$ cat config.mk
export PLATFORM = sky130hd
export DESIGN_NAME = serial_paralelo
export DESIGN_NICKNAME = d
export VERILOG_FILES = /design/src/rtl/serial_paralelo_pkg.sv /design/src/rtl/serial_paralelo.sv
export SDC_FILE = /design/constraint.sdc
export NUM_CORES = 1
export LEC_CHECK = 0
export ABC_AREA = 1
export BUFFER_PORTS_ARGS = -buffer_cell sky130_fd_sc_hd__buf_2
export CAP_MARGIN = 20
export CELL_PAD_IN_SITES_DETAIL_PLACEMENT = 0
export CELL_PAD_IN_SITES_GLOBAL_PLACEMENT = 2
export CORE_MARGIN = 3
export CORE_UTILIZATION = 38
export CTS_BUF_LIST = sky130_fd_sc_hd__clkbuf_8
export DETAILED_ROUTE_END_ITERATION = 10
export PLACE_DENSITY = 0.95
export SETUP_SLACK_MARGIN = 0.05
export SLEW_MARGIN = 20
export SYNTH_ARGS = -nofsm -noshare
export SYNTH_HDL_FRONTEND = slang
export SYNTH_SLANG_ARGS = --single-unit
$ cat constraint.sdc
create_clock -name clk8f -period 2.6 [get_ports clk8f]
set_clock_uncertainty 0.1 [all_clocks]
set_input_delay 0.52 -clock clk8f [delete_from_list [all_inputs] [get_ports clk8f]]
set_output_delay 0.52 -clock clk8f [all_outputs]
set_load 0.05 [all_outputs]
$ cat src/rtl/serial_paralelo_pkg.sv
// Shared constants for the serial-to-parallel word receiver: default comma
// character, lock threshold and the receiver state encoding.
package serial_paralelo_pkg;

    // Idle/alignment character, transmitted MSB first.
    localparam logic [7:0] COMMA_DEFAULT = 8'hBC;

    // Consecutive aligned commas needed before the receiver declares lock.
    localparam int unsigned NUM_COMMA_DEFAULT = 4;

    localparam int unsigned WORD_W  = 8;
    localparam int unsigned STATE_W = 2;

    // Receiver states.
    localparam logic [STATE_W-1:0] SEARCH = 2'd0;
    localparam logic [STATE_W-1:0] SYNC   = 2'd1;
    localparam logic [STATE_W-1:0] ACTIVE = 2'd2;

endpackage

$ cat src/rtl/serial_paralelo.sv
// Serial-to-parallel receiver with comma-based word alignment.
// Hunts bit by bit for COMMA, confirms NUM_COMMA aligned commas, then emits
// one 9-bit word per 8 clk8f cycles.
//
// Ports:
//   clk8f       in   bit clock, all logic on its rising edge
//   reset       in   synchronous, active-high reset
//   serial      in   serial bit stream, 8-bit words, MSB first
//   paralelo    out  recovered word: [8] valid, [7:0] data (commas -> 9'h000)
//   word_strobe out  one-cycle pulse on every paralelo update
//   active      out  high while locked to word boundaries
module serial_paralelo
    import serial_paralelo_pkg::*;
#(
    parameter logic [7:0]  COMMA     = COMMA_DEFAULT,
    parameter int unsigned NUM_COMMA = NUM_COMMA_DEFAULT
) (
    input  logic       clk8f,
    input  logic       reset,
    input  logic       serial,
    output logic [8:0] paralelo,
    output logic       word_strobe,
    output logic       active
);

    localparam int unsigned CNT_W = $clog2(NUM_COMMA + 1);
    localparam logic [CNT_W-1:0] CNT_MAX = CNT_W'(NUM_COMMA);
    localparam logic [CNT_W-1:0] CNT_ONE = CNT_W'(1);

    logic [STATE_W-1:0] state;
    logic [STATE_W-1:0] state_next;
    logic [WORD_W-1:0]  window;
    logic [WORD_W-1:0]  window_next;
    logic [2:0]         bit_cnt;
    logic [2:0]         bit_cnt_next;
    logic [CNT_W-1:0]   comma_cnt;
    logic [CNT_W-1:0]   comma_cnt_next;
    logic [8:0]         paralelo_next;
    logic               word_strobe_next;
    logic               active_next;
    logic               boundary;
    logic               is_comma;

    // Next-state and next-output logic.
    always_comb begin
        window_next      = {window[WORD_W-2:0], serial};
        state_next       = state;
        bit_cnt_next     = bit_cnt + 3'd1;
        comma_cnt_next   = comma_cnt;
        paralelo_next    = paralelo;
        word_strobe_next = 1'b0;
        boundary         = (bit_cnt == 3'd7);
        is_comma         = (window_next == COMMA);

        case (state)
            SEARCH: begin
                // Bit counter is held at 0 so it starts fresh on alignment.
                bit_cnt_next = 3'd0;
                if (is_comma) begin
                    comma_cnt_next = CNT_ONE;
                    state_next     = (NUM_COMMA <= 32'd1) ? ACTIVE : SYNC;
                end
            end
            SYNC: begin
                if (boundary) begin
                    if (is_comma) begin
                        // Lock-completing comma changes state only; no strobe.
                        if (comma_cnt >= CNT_MAX - CNT_ONE) begin
                            comma_cnt_next = CNT_MAX;
                            state_next     = ACTIVE;
                        end else begin
                            comma_cnt_next = comma_cnt + CNT_ONE;
                        end
                    end else begin
                        comma_cnt_next = '0;
                        state_next     = SEARCH;
                    end
                end
            end
            ACTIVE: begin
                if (boundary) begin
                    word_strobe_next = 1'b1;
                    paralelo_next    = is_comma ? 9'h000 : {1'b1, window_next};
                end
            end
            default: begin
                state_next     = SEARCH;
                bit_cnt_next   = 3'd0;
                comma_cnt_next = '0;
            end
        endcase

        active_next = (state_next == ACTIVE);
    end

    // State and registered outputs; reset discards any partial word.
    always_ff @(posedge clk8f) begin
        if (reset) begin
            state       <= SEARCH;
            window      <= '0;
            bit_cnt     <= 3'd0;
            comma_cnt   <= '0;
            paralelo    <= 9'h000;
            word_strobe <= 1'b0;
            active      <= 1'b0;
        end else begin
            state       <= state_next;
            window      <= window_next;
            bit_cnt     <= bit_cnt_next;
            comma_cnt   <= comma_cnt_next;
            paralelo    <= paralelo_next;
            word_strobe <= word_strobe_next;
            active      <= active_next;
        end
    end

endmodule

Yosys cells after proc, flatten, opt, wreduce, memory -nomap -nowiden
Cells that the tools add are included.
{"block": "op_classes", "n_addsub": 2, "magnitude_cmp": 1, "eq_ne": 7, "n_mux": 12, "n_bitwise": 2, "reduce_logical": 6}
{"op": "3-bit two-way mux", "n": 4}
{"op": "9-bit two-way mux", "n": 1}
{"op": "3-bit case mux with 3 select lines", "n": 1}
{"op": "8-bit equality test (second input constant)", "n": 1}
{"op": "2-bit two-way mux", "n": 4}
{"op": "3-bit by 1-bit adder with 3-bit output (second input constant)", "n": 2}
{"op": "2-bit case mux with 3 select lines", "n": 1}
{"op": "2-bit OR reduction", "n": 3}
{"op": "2-bit equality test (second input constant)", "n": 2}
{"op": "2-bit inequality test (second input constant)", "n": 2}
{"op": "3-bit equality test (second input constant)", "n": 1}
{"op": "3-bit by 2-bit greater-or-equal comparator with 1-bit output (second input constant)", "n": 1}
{"op": "3-bit AND reduction", "n": 1}
{"op": "2-bit by 1-bit equality test with 1-bit output (second input constant)", "n": 1}
{"op": "2-bit zero test", "n": 1}
{"op": "1-bit inverter", "n": 2}
{"op": "2-bit AND reduction", "n": 1}
{"op": "1-bit two-way mux", "n": 1}
{"block": "word_totals", "regBits": 26, "inputBits": 3, "out_inout_bits": 11, "word_cells": 37}

Longest topological paths before layout
Gate-level depths: netlist of run 1.
{"block": "depth", "word_depth": 6, "ltp_mapped": 10, "mapped_depth_nobuf": 10}

Worst setup path after synthesis of run 1
No wires, ideal clock.
{"block": "synth_timing", "kind": "register -> register", "startpoint": "reg comma_cnt[0]", "endpoint": "reg active", "setup_ns": 0.064, "t_arrival_ns": 1.192, "t_required_ns": 2.436, "slack_ns": 1.244, "path_stages_with_launch": 11, "n_path_buf": 0, "synth_period_minus_slack_ns": 1.356, "path_cell_list": "dfxtp_1 ha_1 ha_1 clkinv_1 nand3_2 clkinv_1 o21ai_0 nand2_1 nand2_1 nand2_1 nor2_1"}
{"block": "synth_between", "elab_chain_len": 6}
{"item": "from (decl)", "line": "serial_paralelo.sv:36", "text": "logic [CNT_W-1:0] comma_cnt;"}
{"item": "from (signal assigned)", "line": "serial_paralelo.sv:110", "text": "comma_cnt <= comma_cnt_next;"}
{"item": "3-bit by 2-bit greater-or-equal comparator with 1-bit output", "line": "serial_paralelo.sv:68", "text": "if (comma_cnt >= CNT_MAX - CNT_ONE) begin"}
{"item": "2-bit two-way mux", "line": "serial_paralelo.sv:68"}
{"item": "2-bit two-way mux", "line": "serial_paralelo.sv:66", "text": "if (is_comma) begin"}
{"item": "2-bit two-way mux", "line": "serial_paralelo.sv:65", "text": "if (boundary) begin"}
{"item": "2-bit case mux with 3 select lines", "line": "serial_paralelo.sv:55", "text": "case (state)"}
{"item": "2-bit equality test", "line": "serial_paralelo.sv:93", "text": "active_next = (state_next == ACTIVE);"}
{"item": "to (signal assigned)", "line": "serial_paralelo.sv:113", "text": "active <= active_next;"}
{"item": "to (decl)", "line": "serial_paralelo.sv:23", "text": "output logic active"}
No other way between the ends.
A chain may end at the register's enable or synchronous reset.

Final worst setup path of run 1
{"block": "layout_timing", "startpoint": "reg bit_cnt[0]", "endpoint": "reg paralelo[4]"}
{"block": "layout_between", "elab_chain_len": 2}
{"item": "from (decl)", "line": "serial_paralelo.sv:34", "text": "logic [2:0] bit_cnt;"}
{"item": "from (signal assigned)", "line": "serial_paralelo.sv:109", "text": "bit_cnt <= bit_cnt_next;"}
{"item": "3-bit equality test", "line": "serial_paralelo.sv:52", "text": "boundary = (bit_cnt == 3'd7);"}
{"item": "via boundary", "line": "serial_paralelo.sv:41", "text": "logic boundary;"}
{"item": "2-bit AND reduction (no line)"}
{"item": "to (signal assigned)", "line": "serial_paralelo.sv:111", "text": "paralelo <= paralelo_next;"}
{"item": "to (decl)", "line": "serial_paralelo.sv:21", "text": "output logic [8:0] paralelo,"}
The timed path passes the listed nets, and every way through them passes these cells.

==> metrics, run 1 <==
CP max-delay cell sky130_fd_sc_hd__dfxtp_1; Layout fillers 291; run status complete, no violations; total leakage power 0.601 nW; sequential cell area 520 µm²; most common library cells after synthesis 26 x sky130_fd_sc_hd__dfxtp_1, 17 x sky130_fd_sc_hd__nand2_1, 17 x sky130_fd_sc_hd__nor2_1, 15 x sky130_fd_sc_hd__inv_1, 11 x sky130_fd_sc_hd__nand3_1; Worst Path Class, Setup reg -> reg; max-cap check violation count 0; combined buffer and inverter count along the critical path 1; antenna cell count 0; worst slack at placement 1.01 ns; total of endpoints with negative setup slack in the final report 0; kind of cell adding the most delay to the critical path flip-flops; number of distinct standard cells referenced by the synthesized netlist 21; instance area after placement 0.00121 mm²; Async S/R FF share, synth 0%; average instance area after synthesis 8.43 µm²; Critical Path End Type flop; clock group share of total power 42.2%; layout net count 162; final cell count without fillers 180; worst path required time 2.69 ns; global routing usage summed across all routing layers 13.6%; Port Buf Inserts 13; net switching power of the design 171 µW; finished layout cell area 0.00128 mm²; combinational cell fraction of total power 6.4%; Die ar. 0.00366 mm²; Antenna Violating Nets Remaining 0; clock input transition at the sequential cells of the worst setup and hold paths 0.09 ns; total standard cell area after synthesis 0.00113 mm²; DRC violation count after routing 0; Seq cells post-synth 26; buffer levels on the longest clock path 2; switching part of the total 21.4%; detail-routed net length per standard cell 11.3 µm; largest area contributor in the synthesized netlist sky130_fd_sc_hd__dfxtp_1; clock latency at the later pin of the worst-skew pair 0.28 ns; CTS tree yes; Fin. Hold Viols 0; sequential share of the synthesized area 46.1%; total number of clock tree sinks 26; maximum number of pins on one net before global-route repair 19; most area-consuming cells after synthesis sky130_fd_sc_hd__dfxtp_1 46%, sky130_fd_sc_hd__ha_1 10%, sky130_fd_sc_hd__nand2_1 5.6%; setup repair after global routing missed its margin no; DR iter-0 viols 30; Yosys warning count 0; Setup Buffers After CTS 0; Routability Congestion 0.792; worst IR drop on VDD 0.291 mV; Core Region 0.00281 mm²; Final min period 1.57 ns; number of levels in the clock H-tree 1; syn_nets 146; Post-CTS Hold Buffers 0; setup TNS 0 ns; antenna violations before repair 0; buffer cell driving the clock tree root sky130_fd_sc_hd__clkbuf_8; Routed WL 2030 µm; ratio of cells with drive above 1 in the final layout 22.8%; cell count after synthesis 134; Post-synth EDFFs 0; most common cell in the netlist sky130_fd_sc_hd__dfxtp_1; Primary FF master, synth sky130_fd_sc_hd__dfxtp_1; maximum clock rate 0.639 GHz; post_cts resized 0; ratio of routed vias to standard cells 4.69; Hold Crit Class reg -> reg; cell chain of the critical path ha_1, ha_1, nand2_2, inv_2, nand2_1, o31ai_1; most frequent CP cell sky130_fd_sc_hd__ha_1; global-route wire length before repair 3590 µm; number of pins with negative max-slew slack in the final report 0; startpoint types flop; height of the chip 60.5 µm; slew at the pin closest to its max-slew limit 0.358 ns; HPWL after detailed placement 1470 µm; Crit Path Max Fanout 8; Cell Count Post-Placement 176; die span in x 60.5 µm; WP data arrival 1.66 ns; area growth from synthesis to layout 13.5%; count of pins on the block boundary 14; portion of total power attributed to sequential cells 51.4%; fraction of synthesized cell area taken by the top area cell type 46.1%; clock buffer count from CTS 3; period utilisation layout 60.2%; row cnt 19; vias in the first global route 822; starting density of the core 40.3%; total area of multi-input combinational cells 500 µm²; worst slew margin relative to its limit 76.1%; Final Worst Setup Slack 1.03 ns; PwrDens 623 mW/mm²; via count of the routed design 844; Congestion Overflow GR 0; internal power contribution 628 µW; total power draw 799 µW; delay of the slowest cell on the worst path 0.34 ns; number of search-and-repair iterations in the first detailed-routing pass 4
## worst reg2reg max path: stages (launching register included)
cell and delay, ns:
sky130_fd_sc_hd__dfxtp_1 0.34, sky130_fd_sc_hd__ha_1 0.15, sky130_fd_sc_hd__ha_1 0.18, sky130_fd_sc_hd__nand2_2 0.15, sky130_fd_sc_hd__inv_2 0.16, sky130_fd_sc_hd__nand2_1 0.16
sky130_fd_sc_hd__o31ai_1 0.24
## state kept, by name, summed over array words and instances, names as in the netlist
register and count:
state 2, word_strobe 1, paralelo 9, comma_cnt 3
active 1, window 7, bit_cnt 3
## routing by layer
layer,up-vias,GRT usage [%],part of all wire [%]
met1,373,16.9,51
met5,-,0,0
li1,454,-,-
met4,0,9.29,3.0
met3,5,2.98,3.9
met2,12,21.0,42
## layout make-up
class	count	share of cell area, %
clock inverters	1	2.34
multi-input cells	83	39.0
inverters	23	6.73
flip-flops and latches	26	40.6
well taps	31	3.02
repair buffers	13	5.07
clock buffers	3	3.22
## path summary, 6_finish.rpt
path	startpoint	slack (ns)	endpoint	cells after the start
max	bit_cnt[0]	1.03	paralelo[4]	6
max reg2reg	bit_cnt[0]	1.03	paralelo[4]	6
min	bit_cnt[0]	0.33	bit_cnt[0]	1
min reg2reg	bit_cnt[0]	0.33	bit_cnt[0]	1
## stage by stage
| stage | hold slack, ns | util [%] |
|---|---|---|
| 5_1_grt | 0.352 | 45.7 |
| 6_report | 0.334 | 45.7 |
| 3_5_place_dp | 0.329 | 43.2 |
| 4_1_cts | 0.342 | 45.7 |
| 3_3_place_gp | 0.308 | 43.2 |
| 2_1_floorplan | 0.299 | - |
## logic make-up (layout without fill, tap and decap cells)
logic type / after synthesis / count (layout) / share of synthesized area, %
multiplexers: 1 / 1 / 0.886
AO/OA/AOI/OAI: 19 / 19 / 10.6
buffers and inverters: 25 / 40 / 9.63
flip-flops: 26 / 26 / 46.1
adder cells (fa/ha/maj): 9 / 9 / 9.97
AND/OR/NAND/NOR: 54 / 54 / 22.8
## placed cells by master, fill, tap and decap left out, types with 2 or more instances in the layout
cell,n
sky130_fd_sc_hd__nand2_1,17
sky130_fd_sc_hd__nand2_2,4
sky130_fd_sc_hd__nor2_4,2
sky130_fd_sc_hd__inv_2,6
sky130_fd_sc_hd__ha_1,9
sky130_fd_sc_hd__a21oi_1,7
sky130_fd_sc_hd__inv_1,15
sky130_fd_sc_hd__clkbuf_8,3
sky130_fd_sc_hd__o31ai_1,4
sky130_fd_sc_hd__buf_2,13
sky130_fd_sc_hd__nand3_1,11
sky130_fd_sc_hd__nor2_1,17
sky130_fd_sc_hd__dfxtp_1,26
sky130_fd_sc_hd__clkinv_1,2
sky130_fd_sc_hd__o21ai_1,5
## power by group through the flow
stage / Clock (mW) / Combinational [mW] / Sequential [mW]
2_1_floorplan: 0 / 0.0390 / 0.424
3_3_place_gp: 0 / 0.0509 / 0.420
3_5_place_dp: 0 / 0.0514 / 0.420
4_1_cts: 0.349 / 0.0515 / 0.411
5_1_grt: 0.362 / 0.0586 / 0.412
6_report: 0.337 / 0.0511 / 0.411
Power figures use the tool's default switching activity.
==> run 2, diff against run 1 <==
--- a/config.mk
+++ b/config.mk
@@ -5,16 +5,16 @@
 export SDC_FILE = /design/constraint.sdc
 export NUM_CORES = 1
 export LEC_CHECK = 0
-export ABC_AREA = 1
+export ABC_AREA = 0
 export BUFFER_PORTS_ARGS = -buffer_cell sky130_fd_sc_hd__buf_2
 export CAP_MARGIN = 20
 export CELL_PAD_IN_SITES_DETAIL_PLACEMENT = 0
 export CELL_PAD_IN_SITES_GLOBAL_PLACEMENT = 2
 export CORE_MARGIN = 3
-export CORE_UTILIZATION = 38
+export CORE_UTILIZATION = 33
 export CTS_BUF_LIST = sky130_fd_sc_hd__clkbuf_8
 export DETAILED_ROUTE_END_ITERATION = 10
-export PLACE_DENSITY = 0.95
+export PLACE_DENSITY = 0.86
 export SETUP_SLACK_MARGIN = 0.05
 export SLEW_MARGIN = 20
 export SYNTH_ARGS = -nofsm -noshare
==> constraint.sdc (replaced) <==
create_clock -name clk8f -period 1.3 [get_ports clk8f]
set_clock_uncertainty 0.1 [all_clocks]
set_input_delay 0.26 -clock clk8f [delete_from_list [all_inputs] [get_ports clk8f]]
set_output_delay 0.26 -clock clk8f [all_outputs]
set_load 0.05 [all_outputs]
==> metrics, run 2 <==
buffer cell driving the clock tree root sky130_fd_sc_hd__clkbuf_8; Yosys warning count 0; most common cell in the netlist sky130_fd_sc_hd__dfxtp_1; commonest non-fill, non-tap cells in the layout 28 x sky130_fd_sc_hd__buf_4, 17 x sky130_fd_sc_hd__dfxtp_1, 8 x sky130_fd_sc_hd__nand2_2; ratio of cells with drive above 1 in the final layout 61.7%; number of pins with negative max-slew slack in the final report 0; Die ar. 0.00404 mm²; clock group share of total power 44.7%; Final Worst Setup Slack -0.323 ns; worst path required time 1.37 ns; Critical Path End Type flop; most area-consuming cells after synthesis sky130_fd_sc_hd__dfxtp_1 48%, sky130_fd_sc_hd__ha_1 10%, sky130_fd_sc_hd__nand2_1 5.1%; count of pins on the block boundary 14; number of search-and-repair iterations in the first detailed-routing pass 2; total number of clock tree sinks 26; Post-synth EDFFs 0; internal power contribution 1.23 mW; global-route wire length before repair 4350 µm; row cnt 20; cell count after synthesis 113; Antenna Violating Nets Remaining 0; maximum clock rate 0.616 GHz; most frequent CP cell sky130_fd_sc_hd__ha_4; Seq cells post-synth 26; buffer levels on the longest clock path 2; finished layout cell area 0.00182 mm²; Hold Crit Class in -> reg; final cell count without fillers 198; total power draw 1.52 mW; setup repair after global routing missed its margin yes; slack of the worst reg-to-reg path -0.32 ns; Core Region 0.00310 mm²; detail-routed net length per standard cell 13.4 µm; vias in the first global route 938; Final min period 1.62 ns; maximum number of pins on one net before global-route repair 22; run status finished with violations; number of levels in the clock H-tree 1; syn_nets 125; slew at the pin closest to its max-slew limit 0.269 ns; global routing usage summed across all routing layers 14.0%; antenna violations before repair 0; starting density of the core 35.3%; worst IR drop on VDD 0.558 mV; Routed WL 2660 µm; Routability Congestion 0.799; Primary FF master, synth sky130_fd_sc_hd__dfxtp_1; height of the chip 63.6 µm; combinational cell fraction of total power 2.6%; leading cell type in the layout, fill and taps excluded sky130_fd_sc_hd__buf_4; clock input transition at the sequential cells of the worst setup and hold paths 0.09 ns; clock buffer count from CTS 3; worst slew margin relative to its limit 82.1%; Worst Path Class, Setup reg -> reg; layout net count 167; number of distinct standard cells referenced by the synthesized netlist 31; most common library cells after synthesis 26 x sky130_fd_sc_hd__dfxtp_1, 15 x sky130_fd_sc_hd__nand2_1, 9 x sky130_fd_sc_hd__ha_1, 8 x sky130_fd_sc_hd__nor2_1, 7 x sky130_fd_sc_hd__nor2b_1; fraction of synthesized cell area taken by the top area cell type 47.5%; Congestion Overflow GR 0; registers with the most flip-flops paralelo: 9 flops, window: 7 flops; clock latency at the later pin of the worst-skew pair 0.28 ns; delay of the slowest cell on the worst path 0.36 ns; total standard cell area after synthesis 0.00109 mm²; via count of the routed design 941; instance area after placement 0.00148 mm²; sequential share of the synthesized area 47.5%; Async S/R FF share, synth 0%; max FFs per register 9; Port Buf Inserts 13; violated checks setup timing; max-cap check violation count 0; Crit Path Max Fanout 3; DRC violation count after routing 0; average instance area after synthesis 9.69 µm²; CP max-delay cell sky130_fd_sc_hd__dfxtp_4; total leakage power 0.734 nW; antenna cell count 0; PwrDens 834 mW/mm²; largest area contributor in the synthesized netlist sky130_fd_sc_hd__dfxtp_1; portion of total power attributed to sequential cells 52.7%; DR iter-0 viols 31; net switching power of the design 289 µW; switching part of the total 19.1%; period utilisation layout 125%; total of endpoints with negative setup slack in the final report 15; area growth from synthesis to layout 66.1%; ratio of routed vias to standard cells 4.75; HPWL after detailed placement 1650 µm; register containing the most flip-flops in the final layout paralelo; startpoint types flop; WHS 0.144 ns; WP data arrival 1.69 ns; CTS tree yes; Cell Count Post-Placement 190; Fin. Hold Viols 0; cell chain of the critical path ha_4, ha_4, a211oi_4, nand2_1, o21a_1, o32a_1; die span in x 63.6 µm
==> run 2: cell count changes in the layout (fill, tap and decap cells not counted), moves of 9 or more <==
cell / change
sky130_fd_sc_hd__nand3_1: -10
sky130_fd_sc_hd__nor2_1: -11
sky130_fd_sc_hd__nand2_1: -14
sky130_fd_sc_hd__buf_4: +28
sky130_fd_sc_hd__dfxtp_1: -9
sky130_fd_sc_hd__inv_1: -13
sky130_fd_sc_hd__buf_2: -9
==> run 2: power by group through the flow <==
stage,Clock [mW],Combinational (mW),Sequential [mW]
floorplan,0,0.0185,0.820
global placement,0,0.0365,0.819
detailed placement,0,0.0368,0.819
CTS,0.691,0.0373,0.798
global route,0.724,0.0433,0.799
finish,0.678,0.0394,0.798
==> run 2: area by class of cell <==
| type | instances | area [µm²] |
|---|---|---|
| fillers | 279 | 1280 |
| multi-input cells | 80 | 800 |
| flip-flops and latches | 26 | 537 |
| repair buffers | 40 | 338 |
| well taps | 44 | 55.1 |
| clock buffers | 3 | 41.3 |
| clock inverters | 1 | 30.0 |
| inverters | 4 | 17.5 |
==> run 2: worst max-delay path, delay by kind of cell (launching register included) <==
family / cells / cell delay [ns]
AOI/OAI and AO/OA: 3 / 0.64
adders and majority gates: 2 / 0.31
and+or+nand+nor: 1 / 0.10
DFF: 1 / 0.36
==> run 2: worst paths after layout <==
check,start,end,cells after the start
setup / recovery,comma_cnt[0],active,6
hold / removal,reset,state[0],2
setup reg to reg,comma_cnt[0],active,6
hold reg to reg,bit_cnt[0],bit_cnt[0],1
==> run 2: cell families after synthesis <==
group | count (synthesis) | share of synthesized area [%]
buffers and inverters | 9 | 3.77
adder cells (fa/ha/maj) | 9 | 10.3
AND/OR/NAND/NOR | 44 | 21.4
flip-flops | 26 | 47.5
AO/OA/AOI/OAI | 25 | 17.0
==> run 2: timing repair <==
action                                  4_1_cts  5_1_grt
hold buffers                                  0        0
pin swaps                                    10       16
buffers inserted                              2        0
gates cloned                                  2        0
resized for setup                            30       27
endpoints found under the setup margin       21       20
==> run 2: routing by layer <==
layer  track usage, %  share of wire [%]  up-vias
li1                 -                  -      476
met1             17.8                 47      449
met2             22.7                 49       11
met3             2.67                1.8        5
met4             6.20                1.6        0
met5                0                  0        -
==> run 2: stage by stage <==
step	utilization, %	worst slack, ns	TNS [ns]
final	58.6	-0.323	-2.08
after global placement	47.8	-0.331	-2.56
after global routing	58.6	-0.402	-3.01
after CTS	55.5	-0.319	-2.16
after floorplan	-	-0.337	-1.57
after detailed placement	47.8	-0.363	-2.78
==> run 3, diff against run 2 <==
==> constraint.sdc (replaced) <==
create_clock -name clk8f -period 1.3 [get_ports clk8f]
set_clock_uncertainty 0.1 [all_clocks]
set_input_delay 0.195 -clock clk8f [delete_from_list [all_inputs] [get_ports clk8f]]
set_output_delay 0.195 -clock clk8f [all_outputs]
set_load 0.05 [all_outputs]
==> metrics, run 3 (synthesized netlist as in run 2, its figures left out) <==
run status finished with violations; violated checks setup timing; total of endpoints with negative setup slack in the final report 15; worst slew margin relative to its limit 82.4%; CP max-delay cell sky130_fd_sc_hd__dfxtp_4; WP data arrival 1.69 ns; combinational cell fraction of total power 2.6%; global routing usage summed across all routing layers 14.1%; ratio of routed vias to standard cells 4.76; max-cap check violation count 0; clock group share of total power 44.6%; switching part of the total 18.9%; count of pins on the block boundary 14; PwrDens 847 mW/mm²; Worst Path Class, Setup reg -> reg; slack of the worst reg-to-reg path -0.32 ns; Worst Setup SP comma_cnt[0]; commonest non-fill, non-tap cells in the layout 25 x sky130_fd_sc_hd__buf_4, 20 x sky130_fd_sc_hd__dfxtp_1, 9 x sky130_fd_sc_hd__buf_2; Port Buf Inserts 13; startpoint types flop; maximum number of pins on one net before global-route repair 22; clock latency at the later pin of the worst-skew pair 0.27 ns; Antenna Violating Nets Remaining 0; starting density of the core 35.3%; HPWL after detailed placement 1650 µm; die span in x 63.6 µm; setup TNS -2.03 ns; buffer levels on the longest clock path 2; height of the chip 63.6 µm; Fin. Hold Viols 0; Layout fillers 278; Hold Crit Endpoint state[0]; WHS 0.0745 ns; via count of the routed design 943; net switching power of the design 286 µW; worst slack at placement -0.363 ns; most frequent CP cell sky130_fd_sc_hd__ha_4; Final Worst Setup Slack -0.321 ns; total leakage power 0.730 nW; setup repair after global routing missed its margin yes; clock input transition at the sequential cells of the worst setup and hold paths 0.09 ns; Post-CTS Hold Buffers 0; finished layout cell area 0.00179 mm²; clock buffer count from CTS 3; antenna violations before repair 0; DRC violation count after routing 0; global-route wire length before repair 4360 µm; Crit Path Max Fanout 3; slew at the pin closest to its max-slew limit 0.264 ns; final cell count without fillers 198; CTS tree yes; number of search-and-repair iterations in the first detailed-routing pass 5; vias in the first global route 936; launch instance of the worst register-to-register path comma_cnt[0]; number of pins with negative max-slew slack in the final report 0; Routability Congestion 0.799; ratio of cells with drive above 1 in the final layout 59.7%; Critical Path End Type flop; portion of total power attributed to sequential cells 52.8%; layout net count 167; max FFs per register 9; DR iter-0 viols 22; Congestion Overflow GR 0; Core Region 0.00310 mm²; Hold Crit Class in -> reg; kind of cell adding the most delay to the critical path compound AO/OA/AOI/OAI gates; Min-Delay Startpoint reset; Final Core Density 57.6%; Hold Crit Depth 2; Final min period 1.62 ns; period utilisation layout 125%; Routed WL 2680 µm; detail-routed net length per standard cell 13.5 µm; delay of the slowest cell on the worst path 0.36 ns; worst path required time 1.37 ns; number of levels in the clock H-tree 1; instance area after placement 0.00148 mm²; worst IR drop on VDD 0.556 mV; maximum clock rate 0.617 GHz; row cnt 20; antenna cell count 0; total power draw 1.51 mW; Die ar. 0.00404 mm²; registers with the most flip-flops paralelo: 9 flops, window: 7 flops; internal power contribution 1.23 mW; combined buffer and inverter count along the critical path 0; leading cell type in the layout, fill and taps excluded sky130_fd_sc_hd__buf_4; buffer cell driving the clock tree root sky130_fd_sc_hd__clkbuf_8; total number of clock tree sinks 26; FF-to-FF path depth 6; register containing the most flip-flops in the final layout paralelo; FF-to-FF End active; cell chain of the critical path ha_4, ha_4, a211oi_4, nand2_1, o21a_1, o32a_1; area growth from synthesis to layout 63.2%; Cell Count Post-Placement 190
-- run 3: cell count changes in the layout (fill, tap and decap cells not counted), sizes merged --
cell    delta
buf        -2
clkbuf     +2
-- run 3: power groups by stage --
stage / sequential [mW] / combinational (mW) / clock [mW]
floorplan: 0.820 / 0.0185 / 0
global placement: 0.819 / 0.0365 / 0
detailed placement: 0.819 / 0.0368 / 0
CTS: 0.798 / 0.0373 / 0.691
global route: 0.799 / 0.0433 / 0.724
finish: 0.798 / 0.0393 / 0.675
-- run 3: final cells by class --
class                   instances  area (µm²)  share of cell area [%]
clock buffers                   3        41.3                    2.31
clock inverters                 1        30.0                    1.68
inverters                       4        17.5                   0.980
multi-input cells              80         800                    44.7
flip-flops and latches         26         533                    29.8
well taps                      44        55.1                    3.08
repair buffers                 40         310                    17.4
-- run 3: worst max-delay path by stage --
stage / to / slack, ns / depth (start not counted)
final: active / -0.32 / 6
after global routing: active / -0.40 / 6
after CTS: active / -0.32 / 6
after detailed placement: active / -0.36 / 6
after global placement: active / -0.33 / 6
after floorplan: active / -0.34 / 6
-- run 3: what timing repair did --
| item | 4_1_cts | 5_1_grt |
|---|---|---|
| endpoints found under the setup margin | 19 | 18 |
| gates cloned | 2 | 0 |
| pin swaps | 10 | 16 |
| setup buffers | 2 | 0 |
| resized for setup | 23 | 22 |
-- run 3: routing by layer --
layer / wire length, µm / vias up / track usage [%] / share of wire (%)
met3: 53 / 9 / 2.67 / 2.0
met2: 1290 / 13 / 22.9 / 48
li1: - / 476 / - / -
met1: 1270 / 445 / 17.9 / 47
met4: 65 / 0 / 6.20 / 2.4
met5: 0 / - / 0 / 0
